**config.mk**
```make
export PLATFORM = sky130hd
export DESIGN_NAME = inst_fetch_unit
export DESIGN_NICKNAME = d
export VERILOG_FILES = /design/src/rtl/inst_fetch_unit.sv
export SDC_FILE = /design/constraint.sdc
export NUM_CORES = 2
export LEC_CHECK = 0
export CORE_MARGIN = 3
export CORE_UTILIZATION = 41
export CTS_CLUSTER_SIZE = 16
export DETAILED_ROUTE_END_ITERATION = 8
export GPL_ROUTABILITY_DRIVEN = 0
export SETUP_SLACK_MARGIN = 0.5
export SKIP_LAST_GASP = 1
export SYNTH_ARGS = -nofsm -noshare
export SYNTH_HDL_FRONTEND = slang
export SYNTH_SLANG_ARGS = --single-unit
```
**constraint.sdc**
```tcl
create_clock -name cpu_clk -period 4.6 [get_ports cpu_clk]
set_input_delay 0.46 -clock cpu_clk [delete_from_list [all_inputs] [get_ports cpu_clk]]
set_output_delay 0.46 -clock cpu_clk [all_outputs]
set_load 0.01 [all_outputs]
```
**src/rtl/inst_fetch_unit.sv**
```systemverilog
// rtl/inst_fetch_unit.sv - instruction fetch stage: program memory, loader port and RUN stream with stall/redirect
module inst_fetch_unit #(
    parameter int          IMEM_DEPTH = 64,
    parameter int          AW         = $clog2(IMEM_DEPTH),
    parameter logic [31:0] RESET_PC   = 32'h0000_0000,
    parameter logic [31:0] NOP_INST   = 32'h0000_0013
) (
    input  logic          cpu_clk,
    input  logic          cpu_rst,
    input  logic          load_en,
    input  logic [AW-1:0] load_addr,
    input  logic [31:0]   load_data,
    input  logic          start,
    input  logic [AW:0]   prog_len,
    input  logic          stall,
    input  logic          redirect,
    input  logic [31:0]   redirect_pc,
    output logic [31:0]   inst,
    output logic [31:0]   inst_pc,
    output logic          inst_valid,
    output logic          busy,
    output logic          done,
    output logic          fault
);

    typedef enum logic [1:0] {S_LOAD, S_RUN, S_DONE} state_t;

    localparam logic [AW:0] DEPTH_W = (AW+1)'(IMEM_DEPTH);

    logic [31:0] mem [IMEM_DEPTH];

    state_t      state_q, state_d;
    logic [31:0] pc_q, pc_d;
    logic [AW:0] len_q, len_d;
    logic [31:0] inst_q, inst_d;
    logic [31:0] inst_pc_q, inst_pc_d;
    logic        valid_q, valid_d;
    logic        fault_q, fault_d;
    logic        wr_en;

    logic [31:0] pc_off;
    logic [31:0] idx_full;
    logic        in_range;

    // The range check is done on the full 32-bit offset so a wrapped pc or a
    // far forward redirect can never alias back into the memory.
    assign pc_off   = pc_q - RESET_PC;
    assign idx_full = pc_off >> 2;
    assign in_range = (pc_q >= RESET_PC) && (idx_full < 32'(len_q));

    always_comb begin
        state_d   = state_q;
        pc_d      = pc_q;
        len_d     = len_q;
        inst_d    = inst_q;
        inst_pc_d = inst_pc_q;
        valid_d   = valid_q;
        fault_d   = fault_q;
        wr_en     = 1'b0;
        case (state_q)
            S_LOAD, S_DONE: begin
                inst_d  = NOP_INST;
                valid_d = 1'b0;
                if (load_en) begin
                    wr_en = 1'b1;
                end else if (start) begin
                    len_d   = (prog_len > DEPTH_W) ? DEPTH_W : prog_len;
                    pc_d    = RESET_PC;
                    fault_d = 1'b0;
                    state_d = S_RUN;
                end
            end
            S_RUN: begin
                if (redirect) begin
                    inst_d  = NOP_INST;
                    valid_d = 1'b0;
                    if ((redirect_pc[1:0] != 2'b00) || (redirect_pc < RESET_PC)) begin
                        fault_d = 1'b1;
                        state_d = S_DONE;
                    end else begin
                        pc_d = redirect_pc;
                    end
                end else if (!stall) begin
                    if (in_range) begin
                        inst_d    = mem[idx_full[AW-1:0]];
                        inst_pc_d = pc_q;
                        valid_d   = 1'b1;
                        pc_d      = pc_q + 32'd4;
                    end else begin
                        inst_d  = NOP_INST;
                        valid_d = 1'b0;
                        state_d = S_DONE;
                    end
                end
            end
            default: state_d = S_LOAD;
        endcase
    end

    always_ff @(posedge cpu_clk or posedge cpu_rst) begin
        if (cpu_rst) begin
            state_q   <= S_LOAD;
            pc_q      <= RESET_PC;
            len_q     <= '0;
            inst_q    <= NOP_INST;
            inst_pc_q <= 32'd0;
            valid_q   <= 1'b0;
            fault_q   <= 1'b0;
        end else begin
            state_q   <= state_d;
            pc_q      <= pc_d;
            len_q     <= len_d;
            inst_q    <= inst_d;
            inst_pc_q <= inst_pc_d;
            valid_q   <= valid_d;
            fault_q   <= fault_d;
        end
    end

    // Program image survives reset, so the memory has no reset branch.
    always_ff @(posedge cpu_clk) begin
        if (wr_en) begin
            mem[load_addr] <= load_data;
        end
    end

    assign inst       = inst_q;
    assign inst_pc    = inst_pc_q;
    assign inst_valid = valid_q;
    assign busy       = (state_q == S_RUN);
    assign done       = (state_q == S_DONE);
    assign fault      = fault_q;

endmodule

```
==> out/metrics.yaml <==
status: "finished clean"
grt_pass1_vias: 42600
crit_family: "compound AO/OA/AOI/OAI gates"
required_ps: 5300
rr_worst_depth: 6
synth-seq-cells: 2155
rows: 164
rr_endpoint: "inst[2]"
multiInputGateArea_um2: 18100
ant_nets: 0
synth_cells: 4000
cts_setup_buffers: 0
worst-path-stages: 6
die_h_um: 456
r2r-start: "pc_q[2]"
tightest_slew_ps: 1340
reg2reg_slack_ps: 780
drive_above_1_share_pct: 25.4
max-clock-path-buffers: 3
synth_top_cell_area_share_pct: 74.0
synthArstFlopShare_pct: 4.97
cts.clk_slew.worst_paths_ps: 60
dp_cells: 6780
drt_iter0_markers: 5258
clock_skew_ps: 39.6
fin_cells: 7184
cts_tree: "done"
synthFlopType: "edfxtp_1"
crit_fanout: 44
wl_per_cell_um: 32.2
worstPathArrival_ps: 4520
drc: 0
grt_first_pass_wirelength_um: 328000
slowest_delay_ps: 830
critPathLaunch: "pc_q[2]"
grt_max_degree: 87
synthesis.area_um2: 83100
ys_seq_area_share_pct: 77.3
synthDistinctLibCells: 75
ys_top_cells_by_count: "2048 x edfxtp_1, 405 x mux4_2, 141 x mux2i_1"
crit_buf_inv: 1
antenna_found_initial: 24
cts-buffers-inserted: 211
worst_setup_path_end_kind: "register"
start_kind: "register"
final_max_slew_viol_count: 0
hp-class: "input port to asynchronous set/reset pin"
io_pins: 151
ir_worst_vdd_mv: 0.372
fin_util_pct: 47.7
synth_warnings: 0
place.port_buffers: 150
cp_cell_sequence: "buf_12 > mux4_2 > a22o_1 > a221oi_1 > a22oi_1 > a32o_1"
power_density_nw_per_um2: 512
dr.pass1.iters: 6
seq_area_um2: 64200
cts_resized: 0
cts_hold_buf: 0
die_x_um: 456
hold_viol: 0
dpl_cell_area_um2: 88700
viasPerCell: 5.92
grt_use_total_pct: 22.0
fillers: 16400
rsz0062_at_grt: "no"
area_growth_pct: 15.2
num-nets-final: 4427
worstSetupPathType: "register to register"
clk_latency_ps: 830
cts-root-buf: "clkbuf_16"
core_um2: 200000
cts_sinks: 2155
netlist.top_cell.by_area: "edfxtp_1"
die-area_um2: 208000
finalCritPeriodShare_pct: 83.1
ctsHtreeMaxLevel: 4
holdWs_ps: 126
power.leakage_nw: 29.8
setup_viol: 0
synth_edf_count: 2048
grt_overflow: 0
dp_hpwl_um: 134000
max_freq_mhz: 262
fin_area_um2: 95700
drv_cap: 0
finalSetupTns_ps: 0
syn-num-nets: 4090
syn_area_per_cell_um2: 20.8
wirelength_um: 231000
yosys-top-cells-area: "edfxtp_1 74%, mux4_2 11%, dfrtp_1 3.1%, mux2i_1 1.7%, mux2_2 1.6%"
yosysMostFrequentCell: "edfxtp_1"
vias: 42500
cp_slowest_cell: "dfrtp_4"
relSlewSlack_pct: 10.8
crit_end: "inst[2]"
start_util_pct: 41.4
fin_crit_ps: 3820
layer usage:
metal  vias to the layer above  GRT usage, %  part of all wire [%]
met4                        14          7.15                   3.4
li1                      17400             -                     -
met2                      1966          34.7                    47
met5                         -             0                 0.037
met1                     22800          31.1                    41
met3                       394          4.31                   8.5
layout by cell type (no fill, tap or decap), types with 30 or more instances in the layout:
cell and count:
clkbuf_1 48, buf_2 32, clkinv_1 41, o21ai_0 89, a31oi_1 30, buf_4 160, dfrtp_1 99, edfxtp_1 2048
a22oi_1 112, mux2_2 118, nor2_4 64, nor2_1 64, nand3_1 49, o22ai_1 59, a21oi_1 30, mux4_2 405
and2_1 36, clkdlybuf4s50_1 118, mux2i_1 141, clkinv_2 38, a211oi_1 32, clkbuf_16 217, nand2_1 128
cells by family (layout without fill, tap and decap cells):
family,after synthesis,in the layout,share of synthesized area (%)
buffers and inverters,227,748,1.52
other,0,7,0
and+or+nand+nor,457,457,2.63
adders and majority gates,7,7,0.105
DFF,2155,2155,77.3
muxes,664,664,14.3
AOI/OAI and AO/OA,490,490,4.18
state kept, by name (all words and copies together) (netlist names):
| name | flops |
|---|---|
| inst_pc | 32 |
| fault | 1 |
| inst_valid | 1 |
| pc_q | 32 |
| state_q | 2 |
| mem | 2048 |
| inst | 32 |
| len_q | 7 |
area by class of cell:
| class | count | area share (%) |
|---|---|---|
| sequential | 2155 | 67.1 |
| timing repair buffer | 333 | 3.14 |
| inverter | 18 | 0.0732 |
| multi-input combinational | 1618 | 18.9 |
| antenna | 7 | 0.0183 |
| clock inverter | 125 | 1.29 |
| tap | 2656 | 3.47 |
| clock buffer | 272 | 5.96 |
worst min-delay path by stage:
stage                    start           to  slack [ps]  cells past startpoint
global placement    inst_pc[1]   inst_pc[1]         450                      2
finish                 cpu_rst  inst_pc[16]         130                      2
detailed placement  inst_pc[0]   inst_pc[0]         460                      2
global route           cpu_rst  inst_pc[18]         160                      2
floorplan              pc_q[0]   inst_pc[0]         440                      2
CTS                    cpu_rst  inst_pc[18]         110                      2
metrics by stage:
step	setup slack, ps	power [mW]
2_1_floorplan	1330	28.9
3_3_place_gp	798	32.1
3_5_place_dp	776	32.1
4_1_cts	740	49.3
5_1_grt	579	50.6
6_report	779	49.0
report_power, final:
group / internal (mW) / switching, mW
logic: 4.15 / 5.56
registers: 21.6 / 0.283
clock network: 9.94 / 7.39
total: 35.7 / 13.2
(Power assumes the default switching activity.)
